$ cat src/rtl/pipelined_add_sub.sv
// Pipelined two's-complement adder/subtractor: WIDTH bits split into STAGES carry-chained
// slices, one slice resolved per register stage, with a freeze-the-whole-pipe handshake.
module pipelined_add_sub #(
  parameter int WIDTH  = 32,
  parameter int STAGES = 4
) (
  input  logic             clk,
  input  logic             rst,
  input  logic             in_valid,
  output logic             in_ready,
  input  logic [WIDTH-1:0] in_a,
  input  logic [WIDTH-1:0] in_b,
  input  logic             in_sub,
  input  logic             in_cin,
  output logic             out_valid,
  input  logic             out_ready,
  output logic [WIDTH-1:0] out_sum,
  output logic             out_cout,
  output logic             out_ovf,
  output logic             out_zero
);

  localparam int SW = WIDTH / STAGES;

  if (STAGES < 1 || STAGES > WIDTH || (WIDTH % STAGES) != 0) begin : g_bad_param
    $error("pipelined_add_sub: WIDTH must be a multiple of STAGES and STAGES in 1..WIDTH");
  end

  // The pipe either advances as a whole or freezes as a whole.
  logic adv;
  assign adv      = !out_valid || out_ready;
  assign in_ready = adv;

  for (genvar k = 0; k < STAGES; k++) begin : g_stage
    // Operand bits not yet consumed when this stage starts; the lowest SW of them are its slice.
    localparam int REM = WIDTH - k * SW;

    logic [REM-1:0]        a_src, b_src;
    logic                  c_src, v_src;
    logic [SW:0]           slice;
    logic [(k+1)*SW-1:0]   s_d, s_q;
    logic                  v_q, c_q;

    if (k == 0) begin : g_in
      assign a_src = in_a;
      assign b_src = in_sub ? ~in_b : in_b;
      assign c_src = in_sub | in_cin;
      assign v_src = in_valid;
      assign s_d   = slice[SW-1:0];
    end else begin : g_chain
      assign a_src = g_stage[k-1].g_pass.a_q;
      assign b_src = g_stage[k-1].g_pass.b_q;
      assign c_src = g_stage[k-1].c_q;
      assign v_src = g_stage[k-1].v_q;
      assign s_d   = {slice[SW-1:0], g_stage[k-1].s_q};
    end

    assign slice = {1'b0, a_src[SW-1:0]} + {1'b0, b_src[SW-1:0]} + {{SW{1'b0}}, c_src};

    // NOTE: registers are written with non-blocking assignments so every stage samples its
    // predecessor's pre-edge value; blocking here would let an operand race through the pipe.
    always_ff @(posedge clk or posedge rst) begin
      if (rst) begin
        v_q <= 1'b0;
        c_q <= 1'b0;
        s_q <= '0;
      end else if (adv) begin
        v_q <= v_src;
        c_q <= slice[SW];
        s_q <= s_d;
      end
    end

    if (k < STAGES - 1) begin : g_pass
      logic [REM-SW-1:0] a_q, b_q;

      // NOTE: datapath registers are reset too, so out_sum and the flags read 0 out of reset
      // rather than X; validity itself is carried only by v_q.
      always_ff @(posedge clk or posedge rst) begin
        if (rst) begin
          a_q <= '0;
          b_q <= '0;
        end else if (adv) begin
          a_q <= a_src[REM-1:SW];
          b_q <= b_src[REM-1:SW];
        end
      end
    end else begin : g_last
      logic ovf_q, zero_q;

      // Overflow: both addends share a sign that the result does not (b_src is already ~B for sub).
      always_ff @(posedge clk or posedge rst) begin
        if (rst) begin
          ovf_q  <= 1'b0;
          zero_q <= 1'b0;
        end else if (adv) begin
          ovf_q  <= (a_src[SW-1] == b_src[SW-1]) && (slice[SW-1] != a_src[SW-1]);
          zero_q <= ~|s_d;
        end
      end
    end
  end

  assign out_valid = g_stage[STAGES-1].v_q;
  assign out_sum   = g_stage[STAGES-1].s_q;
  assign out_cout  = g_stage[STAGES-1].c_q;
  assign out_ovf   = g_stage[STAGES-1].g_last.ovf_q;
  assign out_zero  = g_stage[STAGES-1].g_last.zero_q;

endmodule
$ cat config.mk
export PLATFORM = sky130hd
export DESIGN_NAME = pipelined_add_sub
export DESIGN_NICKNAME = d
export VERILOG_FILES = /design/src/rtl/pipelined_add_sub.sv
export SDC_FILE = /design/constraint.sdc
export NUM_CORES = 1
export LEC_CHECK = 0
export CAP_MARGIN = 20
export CORE_MARGIN = 4
export CORE_UTILIZATION = 50
export DETAILED_ROUTE_END_ITERATION = 12
export GPL_TIMING_DRIVEN = 0
export MAX_ROUTING_LAYER = met4
export PLACE_DENSITY = 0.75
export SYNTH_ARGS = -nofsm -noshare
export SYNTH_HDL_FRONTEND = slang
export SYNTH_SLANG_ARGS = --single-unit
$ cat constraint.sdc
create_clock -name clk -period 5.9 [get_ports clk]
set_input_delay 1.18 -clock clk [delete_from_list [all_inputs] [get_ports clk]]
set_output_delay 1.18 -clock clk [all_outputs]
set_load 0.02 [all_outputs]
==> summary.txt, run 1 <==
wire per inst -> 15.53 um
Core ar. -> 0.01652 sq mm
Sw Ratio -> 39.17%
Fmax -> 0.2280 GHz
initial core utilization -> 51.00%
via-per-instance ratio -> 5.041
total congestion overflow -> 0
Seq cells post-synth -> 186
antenna cells -> 0
Post-Syn Instances -> 930
Final Max Slew Viols -> 0
CP top delay family -> buffers and inverters
Post-CTS Resized -> 0
period utilization -> 74.34%
number of antenna-violating nets in the routed design -> 0
first-pass GRT wire length -> 32390 um
MaxCap Viol Count -> 0
Clock Skew -> 8.557 ps
Setup Slack @ Placement -> 1518 ps
WS Path Type -> in -> out
clk slew on worst S/H paths -> 70 ps
final setup margin -> 1514 ps
CP Buf/Inv Count -> 4
cts hold-fix bufs -> 0
post-CTS setup buffers -> 0
ys flop type -> dfrtp_1
CTS tree -> yes
num rows -> 47
Power Total -> 0.005623 W
GRT Util Overall -> 22.94%
Sink Count -> 186
Clock Tree Root -> clkbuf_16
die area -> 0.01900 sq mm
setup_tns -> 0 ps
Final Hold Vio Count -> 0
Rel. slew slack -> 52.40%
# IOs -> 107
filler instances -> 1386
initial antenna violation count -> 0
Max H-tree Level -> 4
min cycle time layout -> 4386 ps
status -> finished, final reports clean
CP cell instances -> clkdlybuf4s50_1, nor2b_1, clkinv_1, clkbuf_1, clkdlybuf4s50_1
final WL -> 20070 um
leakage -> 5.081 nW
Crit-path slowest cell -> clkdlybuf4s50_1
Worst Path Required -> 4720 ps
Syn-to-layout area delta -> 23.84%
GP Congestion -> 0.8966
Avg Inst Size Synth -> 9.062 sq um
Synth warnings -> 0
number of synthesized flops with an enable pin -> 0
# DRC -> 0
P_sw -> 0.002203 W
buffers added on ports -> 105
Crit path arrival time -> 3210 ps
Critical Path Source Type -> input pin
layout cell share with drive strength beyond 1 -> 6.530%
DRC marker count from the first detailed-route iteration -> 422
Die W -> 137.8 um
library cells used by synthesis -> 39
Comb pwr share -> 41.1%
largest net degree at the start of global routing -> 43
RSZ-0062 raised after global routing -> no
worst skew pair latency -> 440 ps
worst hold path class -> reg -> reg
CP most frequent cell -> clkdlybuf4s50_1
Max clock buf depth -> 2
Clk network pwr share -> 19.7%
internal power -> 0.003421 W
register area share after synthesis -> 55.23%
CTS Buf Count -> 17
async set or reset register ratio after synthesis -> 100.0%
Worst setup EP type -> output pin
syn nets -> 1036
chip height -> 137.8 um
vias in the first global route -> 6418
worst-path fanout max -> 10
pwr/cell area -> 538.8 mW/mm^2
Vias -> 6513
Max VDD drop -> 258.9 uV
dpl hpwl -> 14870 um
Finish-stage setup viols -> 0
DR pass1 iterations -> 5
nets -> 1165
peak per-stage delay on the critical path -> 660 ps
Sequential Power Share -> 39.2%
slew at the pin closest to its max-slew limit -> 712.5 ps
synthesized cell area -> 0.008428 sq mm
worst reg2reg max path, stage by stage, from the launching register on:
cell and delay, ps:
dfrtp_1 400, fa_1 480, fa_1 540, nor4_1 340, nand4_1 140, nor3_1 300, nand3_1 110, nor3_1 240
a22o_1 150
metrics by stage:
stage | util [%] | instances | hold WS [ps] | area [sq um]
finish | 63.16 | 1292 | 462.4 | 10440
global route | 63.16 | 1292 | 481.3 | 10440
CTS | 63.16 | 1292 | 469.4 | 10440
detailed placement | 59.70 | 1260 | 454.4 | 9866
global placement | 59.05 | 1255 | 444.2 | 9758
floorplan | - | 930 | 430.0 | 8432
power by group through the flow:
| stage | logic [W] | registers (W) | clock network (W) |
|---|---|---|---|
| final | 0.00231 | 0.00221 | 0.00111 |
| after global routing | 0.00257 | 0.00227 | 0.00116 |
| after CTS | 0.00232 | 0.00220 | 0.00112 |
| after detailed placement | 0.00228 | 0.00222 | 0 |
| after global placement | 0.00220 | 0.00220 | 0 |
| after floorplan | 0.00140 | 0.00226 | 0 |
logic make-up (layout without fill, tap and decap cells):
group,Yosys count,after routing,synth area share [%]
buf+inv,64,206,3.251
mux,1,1,0.1336
compound gates,104,104,7.616
flops,186,186,55.23
simple gates,492,492,22.83
fa+ha+maj,36,36,6.057
xor+xnor,47,47,4.884
worst paths after layout:
kind / from / end / slack, ps / cells after the start
worst max register to register: g_stage[2].c_q$_DFFE_PP0P_ / out_zero$_DFFE_PP0P_ / 3150 / 8
worst min-delay path: out_sum[0]$_DFFE_PP0P_ / out_sum[0]$_DFFE_PP0P_ / 460 / 2
max in group asynchronous: rst / g_stage[1].v_q$_DFFE_PP0P_ / 3700 / 5
worst max-delay path: out_ready / in_ready / 1510 / 5
min in group asynchronous: rst / g_stage[0].s_q[0]$_DFFE_PP0P_ / 1200 / 2
worst min register to register: out_sum[0]$_DFFE_PP0P_ / out_sum[0]$_DFFE_PP0P_ / 460 / 2
state kept, by name, summed over array words and instances (netlist names):
signal and flops:
g_stage.c_q 3, g_stage.g_pass.a_q 48, out_valid 1, out_cout 1, out_ovf 1, out_sum 32
g_stage.g_pass.b_q 48, g_stage.s_q 48, out_zero 1, g_stage.v_q 3
cells in the final DEF, fill, tap and decap left out, drive strengths merged, types with 4 or more instances in the layout:
cell type / n
a21oi: 15
nor4: 6
inv: 21
a31oi: 4
ha: 28
nand3: 5
xor2: 12
o21a: 7
nor2: 30
buf: 33
dfrtp: 186
a21o: 4
a211oi: 4
nand2: 428
fa: 8
nor3: 11
nor2b: 4
clkbuf: 36
o31ai: 11
xnor2: 35
clkinvlp: 7
o21bai: 6
clkdlybuf4s50: 105
o21ai: 46
cells in the mapped netlist, types with 5 or more instances:
| cell type | n | area share [%] |
|---|---|---|
| nand2_1 | 428 | 19 |
| dfrtp_1 | 186 | 55 |
| o21ai_0 | 44 | 2.6 |
| xnor2_1 | 35 | 3.6 |
| nor2_1 | 30 | 1.3 |
| ha_1 | 28 | 4.2 |
| buf_2 | 27 | 1.6 |
| inv_1 | 19 | 0.85 |
| clkbuf_1 | 16 | 0.71 |
| a21oi_1 | 13 | 0.77 |
| xor2_1 | 12 | 1.2 |
| o31ai_1 | 11 | 0.98 |
| nor3_1 | 10 | 0.59 |
| fa_1 | 8 | 1.9 |
| o21a_1 | 7 | 0.62 |
| nor4_1 | 6 | 0.45 |
| o21bai_1 | 6 | 0.53 |
| nand3_1 | 5 | 0.30 |
metal layers:
layer / share of wire, % / vias up / track usage, %
met5: 0 / - / -
met4: 1.2 / 0 / 5.982
met3: 5.2 / 23 / 3.104
met2: 50 / 178 / 38.56
met1: 43 / 3084 / 29.62
li1: - / 3228 / -
final cells by class:
type                            instances  area, sq um  share of cell area, %
Tap cell                              220        275.3                  2.637
Clock buffer                           20        456.7                  4.375
Clock inverter                         12        115.1                  1.103
Multi-Input combinational cell        680         3500                  33.53
Buffer                                 44        198.9                  1.906
Sequential cell                       186         4654                  44.59
Timing Repair Buffer                  110         1159                  11.10
Inverter                               20        78.83                 0.7552
No activity file was read; power rests on OpenSTA's default activity.
==> inputs of run 2 (changes only) <==
Settings changed: PLACE_DENSITY 0.75 to 0.72.
Clock period 5.9 ns to 4.4 ns, I/O delays scaled along.
==> summary.txt, run 2 (same netlist as run 1, synthesis figures left out) <==
internal power -> 0.004687 W
slew at the pin closest to its max-slew limit -> 809.6 ps
wire per inst -> 15.11 um
DRC marker count from the first detailed-route iteration -> 403
chip height -> 137.8 um
number of antenna-violating nets in the routed design -> 0
Fmax -> 0.2610 GHz
DR pass1 iterations -> 5
first-pass GRT wire length -> 31950 um
WS Path Type -> in -> out
filler instances -> 1430
Clock Skew -> 6.587 ps
footprint of the multi-input gates -> 0.003500 sq mm
nets -> 1164
period utilization -> 87.08%
CTS tree -> yes
final setup margin -> 568.6 ps
final WL -> 19490 um
via-per-instance ratio -> 5.020
Worst setup EP type -> output pin
Sequential Power Share -> 39.2%
worst hold path class -> reg -> reg
worst skew pair latency -> 430 ps
Sink Count -> 186
Worst Path Required -> 3520 ps
hold_ws -> 461.5 ps
Finish-stage setup viols -> 0
Core ar. -> 0.01652 sq mm
Rel. slew slack -> 45.91%
initial core utilization -> 51.00%
# IOs -> 107
min cycle time layout -> 3831 ps
Post-CTS Resized -> 0
Power Total -> 0.007525 W
RSZ-0062 raised after global routing -> no
status -> finished, final reports clean
Final Hold Vio Count -> 0
leakage -> 5.091 nW
pwr/cell area -> 721.7 mW/mm^2
Max H-tree Level -> 4
die area -> 0.01900 sq mm
post-CTS setup buffers -> 0
worst-path fanout max -> 10
CP most frequent cell -> clkdlybuf4s50_1
initial antenna violation count -> 0
dpl hpwl -> 14560 um
Comb pwr share -> 40.3%
clk slew on worst S/H paths -> 70 ps
peak per-stage delay on the critical path -> 640 ps
antenna cells -> 0
# DRC -> 0
setup_tns -> 0 ps
largest net degree at the start of global routing -> 43
Sw Ratio -> 37.71%
final core occ -> 63.10%
FF+latch area -> 0.004654 sq mm
num rows -> 47
Largest regs -> g_stage.g_pass.a_q (48), g_stage.g_pass.b_q (48), g_stage.s_q (48)
P_sw -> 0.002838 W
GP Congestion -> 0.9230
Syn-to-layout area delta -> 23.71%
Crit path arrival time -> 2950 ps
GRT Util Overall -> 22.64%
Final Max Slew Viols -> 0
Max VDD drop -> 349.8 uV
cts hold-fix bufs -> 0
buffers added on ports -> 105
Setup Slack @ Placement -> 320.3 ps
vias in the first global route -> 6363
total congestion overflow -> 0
Die W -> 137.8 um
MaxCap Viol Count -> 0
Clock Tree Root -> clkbuf_16
CTS Buf Count -> 17
Vias -> 6476
Max clock buf depth -> 2
Clk network pwr share -> 20.4%
Critical Path Source Type -> input pin
CP cell instances -> clkdlybuf4s50_1, nor2b_1, clkinv_1, clkbuf_1, clkdlybuf4s50_1
most common cell after layout, fill and taps aside -> nand2_1
Crit-path slowest cell -> clkdlybuf4s50_1
most frequent cells in the layout -> 428 x nand2_1, 186 x dfrtp_1, 105 x clkdlybuf4s50_1
layout cell share with drive strength beyond 1 -> 5.981%
run 2: area by class of cell:
| type | count | area share [%] |
|---|---|---|
| well taps | 220 | 2.640 |
| plain buffers | 44 | 1.908 |
| flip-flops and latches | 186 | 44.64 |
| clock inverters | 7 | 1.116 |
| clock buffers | 24 | 4.524 |
| multi-input cells | 680 | 33.57 |
| inverters | 20 | 0.7560 |
| repair buffers | 109 | 10.85 |
run 2: per-stage QoR:
stage	area [sq um]	std cells
floorplan	8432	930
finish	10430	1290
global route	10430	1290
detailed placement	9838	1259
global placement	9758	1255
CTS	10430	1290
run 2: path summary, 6_finish.rpt:
check	from	endpoint	slack, ps	depth (start not counted)
min in group asynchronous	rst	g_stage[1].s_q[0]$_DFFE_PP0P_	950	2
min reg2reg	g_stage[2].v_q$_DFFE_PP0P_	g_stage[2].v_q$_DFFE_PP0P_	460	2
max in group asynchronous	rst	g_stage[0].g_pass.b_q[8]$_DFFE_PP0P_	2510	4
max	out_ready	in_ready	570	5
min	g_stage[2].v_q$_DFFE_PP0P_	g_stage[2].v_q$_DFFE_PP0P_	460	2
max reg2reg	g_stage[2].c_q$_DFFE_PP0P_	out_zero$_DFFE_PP0P_	1620	8
run 2: power groups by stage:
stage / Combinational [W] / Clock (W) / Sequential, W
after floorplan: 0.00188 / 0 / 0.00304
after global placement: 0.00296 / 0 / 0.00296
after detailed placement: 0.00304 / 0 / 0.00298
after CTS: 0.00306 / 0.00155 / 0.00296
after global routing: 0.00342 / 0.00164 / 0.00305
final: 0.00303 / 0.00154 / 0.00295
run 2: layer usage:
layer  vias to the layer above  wire (um)  global-route usage (%)
li1                       3227          -                       -
met1                      3077       8531                   29.89
met2                       140       9506                   36.23
met3                        32       1100                   3.616
met4                         0        353                   7.355
met5                         -          0                       -
run 2: critical path, delay by kind of cell:
kind / cells / cell delay [ps]
and+or+nand+nor: 1 / 330
buffers and inverters: 4 / 1730
